**src/rtl/facq_pkg.sv**
```systemverilog
// Shared definitions for the acquisition correlator stages: default widths,
// the correlator state encoding and the saturation-limit helpers.
package facq_pkg;

  localparam int FACQ_SAMPLE_WIDTH = 3;
  localparam int FACQ_ACC_WIDTH    = 24;
  localparam int FACQ_LEN_WIDTH    = 16;

  typedef enum logic [1:0] {
    IDLE  = 2'd0,
    RUN   = 2'd1,
    FLUSH = 2'd2
  } facq_corr_state_t;

  // Symmetric limits: the most negative code is never produced, so |acc| fits w-1 bits.
  function automatic longint facq_sat_max(input int w);
    return (longint'(1) <<< (w - 1)) - longint'(1);
  endfunction

  function automatic longint facq_sat_min(input int w);
    return -facq_sat_max(w);
  endfunction

endpackage

```
**src/rtl/facq_prn_corr_if.sv**
```systemverilog
// Configuration, PRN/sample stream and dump-report signals of facq_prn_corr.
// master = the driving side (search controller + PRN reader), slave = the correlator.
interface facq_prn_corr_if #(
  parameter int SAMPLE_WIDTH = 3,
  parameter int ACC_WIDTH    = 24,
  parameter int LEN_WIDTH    = 16
);
  logic                           start;
  logic        [LEN_WIDTH-1:0]    corr_len;
  logic        [LEN_WIDTH-1:0]    num_dumps;
  logic                           prn;
  logic                           prn_valid;
  logic                           prn_en;
  logic signed [SAMPLE_WIDTH-1:0] sample;
  logic                           busy;
  logic                           done;
  logic                           dump_valid;
  logic signed [ACC_WIDTH-1:0]    dump_acc;
  logic        [LEN_WIDTH-1:0]    dump_idx;
  logic        [ACC_WIDTH-1:0]    peak_acc;
  logic        [LEN_WIDTH-1:0]    peak_idx;

  modport master (
    output start, corr_len, num_dumps, prn, prn_valid, prn_en, sample,
    input  busy, done, dump_valid, dump_acc, dump_idx, peak_acc, peak_idx
  );

  modport slave (
    input  start, corr_len, num_dumps, prn, prn_valid, prn_en, sample,
    output busy, done, dump_valid, dump_acc, dump_idx, peak_acc, peak_idx
  );
endinterface

```
**src/rtl/facq_sat_acc.sv**
```systemverilog
// Signed saturating accumulator: clr zeroes it, load starts a new sum with din.
// Once a sum clamps it stays clamped until the next load or clear.
module facq_sat_acc
  import facq_pkg::*;
#(
  parameter int ACC_WIDTH = FACQ_ACC_WIDTH
) (
  input  logic                        clk,
  input  logic                        resetn,
  input  logic                        clr,
  input  logic                        en,
  input  logic                        load,
  input  logic signed [ACC_WIDTH-1:0] din,
  output logic signed [ACC_WIDTH-1:0] acc
);
  localparam logic signed [ACC_WIDTH:0] MAX_EXT = (ACC_WIDTH+1)'(facq_sat_max(ACC_WIDTH));
  localparam logic signed [ACC_WIDTH:0] MIN_EXT = (ACC_WIDTH+1)'(facq_sat_min(ACC_WIDTH));

  logic signed [ACC_WIDTH-1:0] acc_q, acc_d;
  logic                        sat_q, sat_d;
  logic signed [ACC_WIDTH:0]   sum;

  // NOTE: every variable gets a default before any branch so no latch is inferred.
  always_comb begin
    acc_d = acc_q;
    sat_d = sat_q;
    sum   = load ? {din[ACC_WIDTH-1], din}
                 : {acc_q[ACC_WIDTH-1], acc_q} + {din[ACC_WIDTH-1], din};
    if (clr) begin
      acc_d = '0;
      sat_d = 1'b0;
    end else if (en && (load || !sat_q)) begin
      if (sum > MAX_EXT) begin
        acc_d = MAX_EXT[ACC_WIDTH-1:0];
        sat_d = 1'b1;
      end else if (sum < MIN_EXT) begin
        acc_d = MIN_EXT[ACC_WIDTH-1:0];
        sat_d = 1'b1;
      end else begin
        acc_d = sum[ACC_WIDTH-1:0];
        sat_d = 1'b0;
      end
    end
  end

  // NOTE: state registers use non-blocking assignments so all flops update together.
  always_ff @(posedge clk or negedge resetn) begin
    if (!resetn) begin
      acc_q <= '0;
      sat_q <= 1'b0;
    end else begin
      acc_q <= acc_d;
      sat_q <= sat_d;
    end
  end

  assign acc = acc_q;
endmodule

```
**src/rtl/facq_prn_corr.sv**
```systemverilog
// PRN despreading correlator: +/-1 chip times sample, corr_len products per dump,
// num_dumps dumps per run. Define FACQ_PRN_CORR_PEAK_EN to add peak-dump tracking.
module facq_prn_corr
  import facq_pkg::*;
#(
  parameter int SAMPLE_WIDTH = FACQ_SAMPLE_WIDTH,
  parameter int ACC_WIDTH    = FACQ_ACC_WIDTH,
  parameter int LEN_WIDTH    = FACQ_LEN_WIDTH
) (
  input  logic            clk,
  input  logic            resetn,
  facq_prn_corr_if.slave  bus
);
  facq_corr_state_t            state_q, state_d;
  logic [LEN_WIDTH-1:0]        len_q, len_d, ndump_q, ndump_d;
  logic [LEN_WIDTH-1:0]        cnt_q, cnt_d, dcnt_q, dcnt_d;
  logic                        tail_q, tail_d, s1_vld_q, s1_vld_d, pend_q, pend_d;
  logic signed [ACC_WIDTH-1:0] s1_prod_q, s1_prod_d, samp_ext, acc;
  logic                        dump_valid_q, dump_valid_d, dump_last_q, dump_last_d;
  logic signed [ACC_WIDTH-1:0] dump_acc_q, dump_acc_d;
  logic [LEN_WIDTH-1:0]        dump_idx_q, dump_idx_d;
  logic                        accept, clr, add, last_add, flush_go;

  // tail_q closes the input once the last product of the run has been accumulated.
  assign accept   = (state_q == RUN) && !tail_q;
  assign clr      = (state_q == IDLE) && bus.start;
  assign add      = s1_vld_q && accept;
  assign last_add = add && (cnt_q == len_q - LEN_WIDTH'(1));
  assign samp_ext = {{(ACC_WIDTH-SAMPLE_WIDTH){bus.sample[SAMPLE_WIDTH-1]}}, bus.sample};

  always_comb begin
    state_d = state_q;
    len_d   = len_q;
    ndump_d = ndump_q;
    case (state_q)
      IDLE: if (bus.start) begin
        state_d = RUN;
        len_d   = (bus.corr_len  == '0) ? LEN_WIDTH'(1) : bus.corr_len;
        ndump_d = (bus.num_dumps == '0) ? LEN_WIDTH'(1) : bus.num_dumps;
      end
      RUN:     if (flush_go) state_d = FLUSH;
      FLUSH:   state_d = IDLE;
      default: state_d = IDLE;
    endcase
  end

  always_comb begin
    s1_vld_d  = accept && bus.prn_valid;
    s1_prod_d = !bus.prn_en ? '0 : (bus.prn ? -samp_ext : samp_ext);
    pend_d    = last_add;
    cnt_d     = cnt_q;
    dcnt_d    = dcnt_q;
    tail_d    = tail_q;
    if (clr) begin
      cnt_d  = '0;
      dcnt_d = '0;
      tail_d = 1'b0;
    end else if (add) begin
      cnt_d = last_add ? '0 : cnt_q + LEN_WIDTH'(1);
      if (last_add) begin
        dcnt_d = dcnt_q + LEN_WIDTH'(1);
        tail_d = (dcnt_q == ndump_q - LEN_WIDTH'(1));
      end
    end
  end

  // The accumulator still holds the finished sum on the edge after last_add.
  always_comb begin
    dump_valid_d = pend_q;
    dump_acc_d   = dump_acc_q;
    dump_idx_d   = dump_idx_q;
    dump_last_d  = dump_last_q;
    if (pend_q) begin
      dump_acc_d  = acc;
      dump_idx_d  = dcnt_q - LEN_WIDTH'(1);
      dump_last_d = (dcnt_q == ndump_q);
    end
  end

  facq_sat_acc #(.ACC_WIDTH(ACC_WIDTH)) u_acc (
    .clk    (clk),
    .resetn (resetn),
    .clr    (clr),
    .en     (add),
    .load   (cnt_q == '0),
    .din    (s1_prod_q),
    .acc    (acc)
  );

  // NOTE: every register is cleared by the asynchronous reset so a mid-run reset leaves no stale run state.
  always_ff @(posedge clk or negedge resetn) begin
    if (!resetn) begin
      state_q      <= IDLE;
      len_q        <= '0;
      ndump_q      <= '0;
      cnt_q        <= '0;
      dcnt_q       <= '0;
      tail_q       <= 1'b0;
      s1_vld_q     <= 1'b0;
      s1_prod_q    <= '0;
      pend_q       <= 1'b0;
      dump_valid_q <= 1'b0;
      dump_acc_q   <= '0;
      dump_idx_q   <= '0;
      dump_last_q  <= 1'b0;
    end else begin
      state_q      <= state_d;
      len_q        <= len_d;
      ndump_q      <= ndump_d;
      cnt_q        <= cnt_d;
      dcnt_q       <= dcnt_d;
      tail_q       <= tail_d;
      s1_vld_q     <= s1_vld_d;
      s1_prod_q    <= s1_prod_d;
      pend_q       <= pend_d;
      dump_valid_q <= dump_valid_d;
      dump_acc_q   <= dump_acc_d;
      dump_idx_q   <= dump_idx_d;
      dump_last_q  <= dump_last_d;
    end
  end

`ifdef FACQ_PRN_CORR_PEAK_EN
  logic [ACC_WIDTH-1:0] peak_acc_q, peak_acc_d, mag;
  logic [LEN_WIDTH-1:0] peak_idx_q, peak_idx_d;
  logic                 fin_q, fin_d;

  // Strictly-greater compare keeps the earliest index on ties.
  always_comb begin
    mag        = dump_acc_q[ACC_WIDTH-1] ? -dump_acc_q : dump_acc_q;
    peak_acc_d = peak_acc_q;
    peak_idx_d = peak_idx_q;
    fin_d      = dump_valid_q && dump_last_q;
    if (clr) begin
      peak_acc_d = '0;
      peak_idx_d = '0;
    end else if (dump_valid_q && (mag > peak_acc_q)) begin
      peak_acc_d = mag;
      peak_idx_d = dump_idx_q;
    end
  end

  always_ff @(posedge clk or negedge resetn) begin
    if (!resetn) begin
      peak_acc_q <= '0;
      peak_idx_q <= '0;
      fin_q      <= 1'b0;
    end else begin
      peak_acc_q <= peak_acc_d;
      peak_idx_q <= peak_idx_d;
      fin_q      <= fin_d;
    end
  end

  assign flush_go     = fin_q;
  assign bus.peak_acc = peak_acc_q;
  assign bus.peak_idx = peak_idx_q;
`else
  assign flush_go     = dump_valid_q && dump_last_q;
  assign bus.peak_acc = '0;
  assign bus.peak_idx = '0;
`endif

  assign bus.busy       = (state_q == RUN);
  assign bus.done       = (state_q == FLUSH);
  assign bus.dump_valid = dump_valid_q;
  assign bus.dump_acc   = dump_acc_q;
  assign bus.dump_idx   = dump_idx_q;
endmodule

```
**src/flat_wrapper.sv**
```systemverilog
// flat-port wrapper written by rule: the top's interface ports become plain ports
module facq_prn_corr_flat import facq_pkg::*;
#(
  parameter int SAMPLE_WIDTH = FACQ_SAMPLE_WIDTH,
  parameter int ACC_WIDTH    = FACQ_ACC_WIDTH,
  parameter int LEN_WIDTH    = FACQ_LEN_WIDTH
)
  (clk, resetn, bus_start, bus_corr_len, bus_num_dumps, bus_prn, bus_prn_valid, bus_prn_en, bus_sample, bus_busy, bus_done, bus_dump_valid, bus_dump_acc, bus_dump_idx, bus_peak_acc, bus_peak_idx);
  facq_prn_corr_if #(.SAMPLE_WIDTH(SAMPLE_WIDTH), .ACC_WIDTH(ACC_WIDTH), .LEN_WIDTH(LEN_WIDTH)) bus_i ();
  input  logic clk;
  input  logic resetn;
  input wire logic [$bits(bus_i.start)-1:0] bus_start;
  input wire logic [$bits(bus_i.corr_len)-1:0] bus_corr_len;
  input wire logic [$bits(bus_i.num_dumps)-1:0] bus_num_dumps;
  input wire logic [$bits(bus_i.prn)-1:0] bus_prn;
  input wire logic [$bits(bus_i.prn_valid)-1:0] bus_prn_valid;
  input wire logic [$bits(bus_i.prn_en)-1:0] bus_prn_en;
  input wire logic [$bits(bus_i.sample)-1:0] bus_sample;
  output wire logic [$bits(bus_i.busy)-1:0] bus_busy;
  output wire logic [$bits(bus_i.done)-1:0] bus_done;
  output wire logic [$bits(bus_i.dump_valid)-1:0] bus_dump_valid;
  output wire logic [$bits(bus_i.dump_acc)-1:0] bus_dump_acc;
  output wire logic [$bits(bus_i.dump_idx)-1:0] bus_dump_idx;
  output wire logic [$bits(bus_i.peak_acc)-1:0] bus_peak_acc;
  output wire logic [$bits(bus_i.peak_idx)-1:0] bus_peak_idx;
  assign bus_i.start = bus_start;
  assign bus_i.corr_len = bus_corr_len;
  assign bus_i.num_dumps = bus_num_dumps;
  assign bus_i.prn = bus_prn;
  assign bus_i.prn_valid = bus_prn_valid;
  assign bus_i.prn_en = bus_prn_en;
  assign bus_i.sample = bus_sample;
  assign bus_busy = bus_i.busy;
  assign bus_done = bus_i.done;
  assign bus_dump_valid = bus_i.dump_valid;
  assign bus_dump_acc = bus_i.dump_acc;
  assign bus_dump_idx = bus_i.dump_idx;
  assign bus_peak_acc = bus_i.peak_acc;
  assign bus_peak_idx = bus_i.peak_idx;
  facq_prn_corr #(.SAMPLE_WIDTH(SAMPLE_WIDTH), .ACC_WIDTH(ACC_WIDTH), .LEN_WIDTH(LEN_WIDTH)) u_core (.clk(clk), .resetn(resetn), .bus(bus_i));
endmodule
```
**config.mk**
```make
export PLATFORM = sky130hd
export DESIGN_NAME = facq_prn_corr_flat
export DESIGN_NICKNAME = d
export VERILOG_FILES = /design/src/rtl/facq_pkg.sv /design/src/rtl/facq_prn_corr_if.sv /design/src/rtl/facq_sat_acc.sv /design/src/rtl/facq_prn_corr.sv /design/src/flat_wrapper.sv
export SDC_FILE = /design/constraint.sdc
export NUM_CORES = 1
export LEC_CHECK = 0
export CAP_MARGIN = 25
export CORE_ASPECT_RATIO = 0.9
export CORE_MARGIN = 2
export CORE_UTILIZATION = 55
export DETAILED_ROUTE_END_ITERATION = 10
export PLACE_DENSITY = 0.8
export SYNTH_ARGS = -nofsm -noshare
export SYNTH_HDL_FRONTEND = slang
export SYNTH_SLANG_ARGS = --single-unit
```
**constraint.sdc**
```tcl
create_clock -name clk -period 3.7 [get_ports clk]
set_clock_uncertainty 0.05 [all_clocks]
set_input_delay 0.37 -clock clk [delete_from_list [all_inputs] [get_ports clk]]
set_output_delay 0.37 -clock clk [all_outputs]
set_load 0.02 [all_outputs]
```
* Word level (Yosys, flattened, before mapping)
Index checks and enable logic that the tools add are counted.
W data, S select, Z words.
** Cells by class
- Add/sub/neg operators :: 7
- Multipliers :: 0
- Div/mod/pow operators :: 0
- Magnitude comparators :: 2
- Equal/unequal tests :: 7
- Shifts and indexed selects :: 0
- Muxes and demuxes :: 25
- Bitwise gates (word level) :: 0
- Reduce and logical (&&, ||, !) cells :: 20
** Operators by type and width (number)
- $mux W24 :: 6
- $mux W16 :: 8
- $eq A16 B16 Y1 :: 3
- $logic_not A16 Y1 :: 3
- $sub A16 B1 Y16 const B :: 3
- $add A16 B1 Y16 const B :: 2
- $add A24 B24 Y25 :: 1
- $gt A25 B24 Y1 const B :: 1
- $lt A25 B24 Y1 const B :: 1
- $mux W25 :: 1
- $neg A24 Y24 :: 1
- $logic_and A1 B1 Y1 :: 7
- $mux W1 :: 7
- $reduce_and A2 Y1 :: 3
- $reduce_bool A2 Y1 :: 3
- $mux W2 :: 2
- $pmux W2 S2 :: 1
- $eq A2 B1 Y1 const B :: 1
- $eq A2 B2 Y1 const B :: 1
- $logic_not A1 Y1 :: 2
- $logic_not A2 Y1 :: 1
- $ne A2 B1 Y1 const B :: 1
- $ne A2 B2 Y1 const B :: 1
- $logic_or A1 B1 Y1 :: 1
** Word-level totals
- Register bits after elaboration :: 160
- Bits in latches :: 0
- Memory bits (writable) :: 0
- ROM bits :: 0
- Input port bits :: 41
- Output and inout bits :: 83
- Logic and storage cells :: 76
- Memories kept :: 0

* Depth between registers and ports, before layout
Gate-level depths: netlist of the first run.
- Word-level depth :: 7
- Depth in mapped cells :: 13
- Mapped depth without buffers :: 12

* Modules after synthesis
A second synthesis of the first run with hierarchy kept.
** Second synthesis, totals
- Cell total of the unflattened synthesis :: 1133
- Area total of the unflattened synthesis :: 9860.7 um^2
** By module, submodules not included
- facq_prn_corr :: times used 1, cells each 771, area an instance 6944.2 um^2, sequential area each 2927.8 um^2
- facq_sat_acc :: times used 1, cells each 362, area an instance 2916.5 um^2, sequential area each 625.6 um^2

* Worst setup path before layout of the first run
OpenSTA, ideal clock, no wires.
- Kind :: flip-flop to flip-flop
- Start :: reg u_core.u_acc.acc_q[0] (netlist: u_core.u_acc.acc[0])
- End :: reg u_core.u_acc.acc_q[15] (netlist: u_core.u_acc.acc[15])
- Library setup time :: 0.066 ns
- Arrival :: 3.091 ns
- Data required time :: 3.584 ns
- Setup slack :: 0.493 ns
- Cell stages (with the launch flop) :: 14
- Buffers on the path :: 1
- Clock period less this slack :: 3.207 ns
- Path through :: dfrtp_1 > ha_1 > inv_1 > fa_1 > nand2b_1 > a211o_1 > a211oi_2 > o2111a_1 > o21ai_0 > or3_1 > a21oi_2 > and2_1 > buf_2 > a221o_1
** Between the ends
- Word-level cells in the longest chain between the ends :: 7
- Elaborated cells on any way between the ends :: 8
- Classes of those cells :: add/sub: 1; order compare: 2; mux: 5
** Ends and longest elaborated chain
- start, declared :: line facq_sat_acc.sv:19 : logic signed [ACC_WIDTH-1:0] acc_q, acc_d;
- start signal, assigned :: line facq_sat_acc.sv:49 : acc_q <= '0;
- start signal, assigned :: line facq_sat_acc.sv:52 : acc_q <= acc_d;
- $add A24 B24 Y25 * :: line facq_sat_acc.sv:28 : : {acc_q[ACC_WIDTH-1], acc_q} + {din[ACC_WIDTH-1], din};
- $mux W25 * :: line facq_sat_acc.sv:27 : sum = load ? {din[ACC_WIDTH-1], din}
- $lt A25 B24 Y1 :: line facq_sat_acc.sv:36 : end else if (sum < MIN_EXT) begin
- $mux W24 :: line facq_sat_acc.sv:36
- $mux W24 * :: line facq_sat_acc.sv:33 : if (sum > MAX_EXT) begin
- $mux W24 * :: line facq_sat_acc.sv:32 : end else if (en && (load || !sat_q)) begin
- $mux W24 * :: line facq_sat_acc.sv:29 : if (clr) begin
Mark *: on every way between the ends. The rest lies on a longest branch, timed or not. The select of a mux whose other input is x is not followed.
A chain may end at the register's enable or synchronous reset.

* Final worst setup path of the first run
- Start :: reg u_core.s1_prod_q[22]
- End :: reg u_core.u_acc.acc_q[15] (netlist: u_core.u_acc.acc[15])
** Between the ends
- Word-level cells in the longest chain between the ends :: 7
- Elaborated cells on any way between the ends :: 8
- Classes of those cells :: add/sub: 1; order compare: 2; mux: 5
** Ends and longest elaborated chain
- start, declared :: line facq_prn_corr.sv:18 : logic signed [ACC_WIDTH-1:0] s1_prod_q, s1_prod_d, samp_ext, acc;
- start signal, assigned :: line facq_prn_corr.sv:114 : s1_prod_q <= s1_prod_d;
- $add A24 B24 Y25 :: line facq_sat_acc.sv:28
- $mux W25 * :: line facq_sat_acc.sv:27
- $lt A25 B24 Y1 :: line facq_sat_acc.sv:36
- $mux W24 :: line facq_sat_acc.sv:36
- $mux W24 * :: line facq_sat_acc.sv:33
- $mux W24 * :: line facq_sat_acc.sv:32
- $mux W24 * :: line facq_sat_acc.sv:29
Marks and branches as above.

==> results.yml, run 1 <==
placement:
  portBuffers: 83
  placed_cells_incl_taps: 1313
  place_area_um2: 10200
  post-place-ws_ns: 0.247
  dp_hpwl_um: 16900
  place.gp.congestion: 0.991
sta:
  min_period_over_period_pct: 93.7
  fmax_mhz: 288
  finalHoldViolCount: 0
  tns_ns: 0
  finalCriticalPeriod_ns: 3.47
  setup_ws_ns: 0.233
  tightestPinTransition_ns: 0.889
  rsz0062_at_grt: "false"
  holdWs_ns: 0.267
  setup_violations: 0
  max_slew_margin_pct: 40.8
  slew_viol_final: 0
clock_tree:
  post-cts-setup-buffer-count: 0
  cts_max_level: 4
  cts_sinks: 142
  root_buffer: "clkbuf_16"
  cts.path.max_buffers: 2
  clkLatencyLatePin_ns: 0.43
  numCtsBuffers: 17
  cts_tree: "built"
  path_clk_slew_ns: 0.07
finish:
  fin_area_um2: 10900
  drive_gt1_share_pct: 9.33
  n_antenna_cell: 0
  fin_nets: 1198
  area_growth_pct: 17.0
  fin_util_pct: 65.2
  final_cells: 1347
floorplanning:
  fp.dieArea_um2: 18100
  core_region_area_um2: 16800
  die_w_um: 141
  initial_core_util_pct: 55.7
  die_y_um: 128
  fp-row-count: 45
  floorplan.io_pins: 124
route:
  wire_per_inst_um: 17.6
  firstDrtPassIters: 6
  drt-total-wl_um: 23700
  via_per_inst: 6.01
  vias: 8102
  postRouteAntennaNets: 0
  drtIter0Drc: 862
  drc: 0
global_routing:
  grt_pass1_vias: 7481
  grt_first_pass_wirelength_um: 39000
  grt-ovfl-total: 0
  antenna_found_initial: 0
  grt_max_degree: 107
  grt_usage_pct: 27.0
critical_path:
  reg2regPathDepth: 10
  max_stage_delay_ns: 0.52
  cp.required_ns: 3.96
  path_class: "reg -> reg"
  crit_chain: "ha_1 > o21a_1 > o211ai_1 > a31oi_1 > o2111a_1 > nor3b_1 > o21ai_0 > a21o_1 > and2_1 > a221o_1"
  cp_max_fo: 13
  arrival_ns: 3.72
  crit_path_top_delay_cell: "dfrtp_1"
  cp-end-kind: "flip-flop"
  start_kind: "flip-flop"
logic_synthesis:
  yosysSeqAreaShare_pct: 38.0
  synth_cells: 1050
  avgSynthCellArea_um2: 8.91
  synth_ff_type: "dfrtp_1"
  synth_edf_count: 0
  synth_area_um2: 9350
  synth_seq_cells: 142
  yosys_warnings: 0
  synthDistinctLibCells: 76
  async_reset_ff_share_pct: 100
power:
  p_leak_nw: 5.01
  p_total_mw: 6.81
  peakVddDrop_mv: 0.403
  p_per_area_nw_per_um2: 623
min_path:
  hold_path_class: "in -> async"
run:
  maxCapViolCount: 0
run_status:
  status: "complete, no violations"
## critical path: cells and delay by family, from the launching register on
kind            cells  cell delay, ns
compound gates      7            1.59
fa+ha+maj           1            0.44
simple gates        2            0.73
flops               1            0.52
## kinds of logic (layout without fill, tap and decap cells)
family,after synthesis,after routing,share of synthesized area [%]
mux,34,34,3.99
simple gates,411,411,23.0
xor+xnor,87,87,8.15
other cells,1,40,0.0401
fa+ha+maj,34,34,4.63
flops,142,142,38.0
buf+inv,121,168,6.72
compound gates,220,220,15.5
## layer usage
metal	vias to the layer above	global-route usage [%]	share of wire (%)
li1	3827	-	-
met1	3928	40.0	47
met2	314	40.9	45
met3	33	5.34	6.5
met4	0	7.12	1.5
met5	-	0	0
## cell usage in the layout (no fill, tap or decap), drive strengths merged, types with 12 or more instances in the layout
master and instances:
xor2 38, nand2 142, a21o 17, buf 24
ha 33, nand4 22, a21oi 64, nor4 23
mux2 26, clkbuf 21, nor3b 13, conb 40
inv 29, a221o 13, o21ai 58, nand3 23
a211oi 12, clkdlybuf4s50 82, xnor2 49, nor2 70
dfrtp 142, and3 25, nor3 27
## cell usage after synthesis (9+ instances only)
library cell / instances / area share [%]
or3_1: 11 / 0.74
xor2_1: 38 / 3.6
nor3_1: 27 / 1.4
xnor2_1: 49 / 4.6
buf_4: 42 / 3.4
nand4_1: 20 / 1.3
o21ai_0: 57 / 3.1
nor4_1: 20 / 1.3
and2_1: 10 / 0.67
ha_1: 33 / 4.4
a21o_1: 17 / 1.4
nand2_1: 142 / 5.7
nand3_1: 23 / 1.2
nor3b_1: 13 / 1.0
mux2_2: 26 / 3.1
dfrtp_1: 142 / 38
a211oi_1: 11 / 0.88
inv_1: 29 / 1.2
and3_1: 25 / 1.7
o31ai_1: 9 / 0.72
a21oi_1: 62 / 3.3
clkbuf_1: 42 / 1.7
nor2_1: 69 / 2.8
a221o_1: 13 / 1.4
## final cells by class
class                      count  area [um2]
tap                          211         264
multi-input combinational    826        5320
clock buffer                  21         470
timing repair buffer         107        1030
fill                        1379        5840
sequential                   142        3550
clock inverter                11         186
inverter                      29         109
## what timing repair did
action	in CTS	in global routing
resized for setup	0	1
setup endpoints to repair	0	12
hold buffers	0	1
hold endpoints to repair	0	9
## registers in the layout, indices dropped and copies added (netlist names), 6 cells and up
name and flops:
u_core.dcnt_q 16, u_core.len_q 16, u_core.u_acc.acc 24, u_core.bus.dump_idx 16
u_core.cnt_q 16, u_core.bus.dump_acc 24, u_core.s1_prod_q 6, u_core.ndump_q 16
## where the power goes
part | internal (mW) | switching, mW | total (mW) | leakage [nW]
Clock | 1.25 | 0.678 | 1.92 | 0.323
Sequential | 1.84 | 0.402 | 2.24 | 1.88
Combinational | 1.10 | 1.55 | 2.65 | 2.81
Total | 4.18 | 2.63 | 6.81 | 5.01
## final timing paths
check	start	endpoint	slack [ns]
min	resetn	u_core.bus.dump_acc[18]	0.27
min in group clk	bus_num_dumps[11]	u_core.ndump_q[11]	0.45
max	u_core.s1_prod_q[22]	u_core.u_acc.acc[15]	0.23
min reg2reg	u_core.bus.dump_acc[7]	u_core.bus.dump_acc[7]	0.45
max in group asynchronous	resetn	u_core.ndump_q[6]	2.41
max reg2reg	u_core.s1_prod_q[22]	u_core.u_acc.acc[15]	0.23
No activity file was read; power rests on OpenSTA's default activity.
==> inputs of run 2 (changes only) <==
--- a/constraint.sdc
+++ b/constraint.sdc
@@ -4,2 +4,2 @@
 set_output_delay 0.37 -clock clk [all_outputs]
-set_load 0.02 [all_outputs]
+set_load 0.05 [all_outputs]
==> results of run 2 <==
Same layout as run 1 (identical final DEF). Status: complete, no violations.
Among the figures that moved: total power 6.81 mW -> 6.93 mW
==> inputs of run 3 (changes only) <==
Settings changed: ABC_AREA set to 0.
==> results of run 3 <==
Same layout as run 1 (identical final DEF). Status: complete, no violations.
Among the figures that moved: total power 6.81 mW -> 6.93 mW
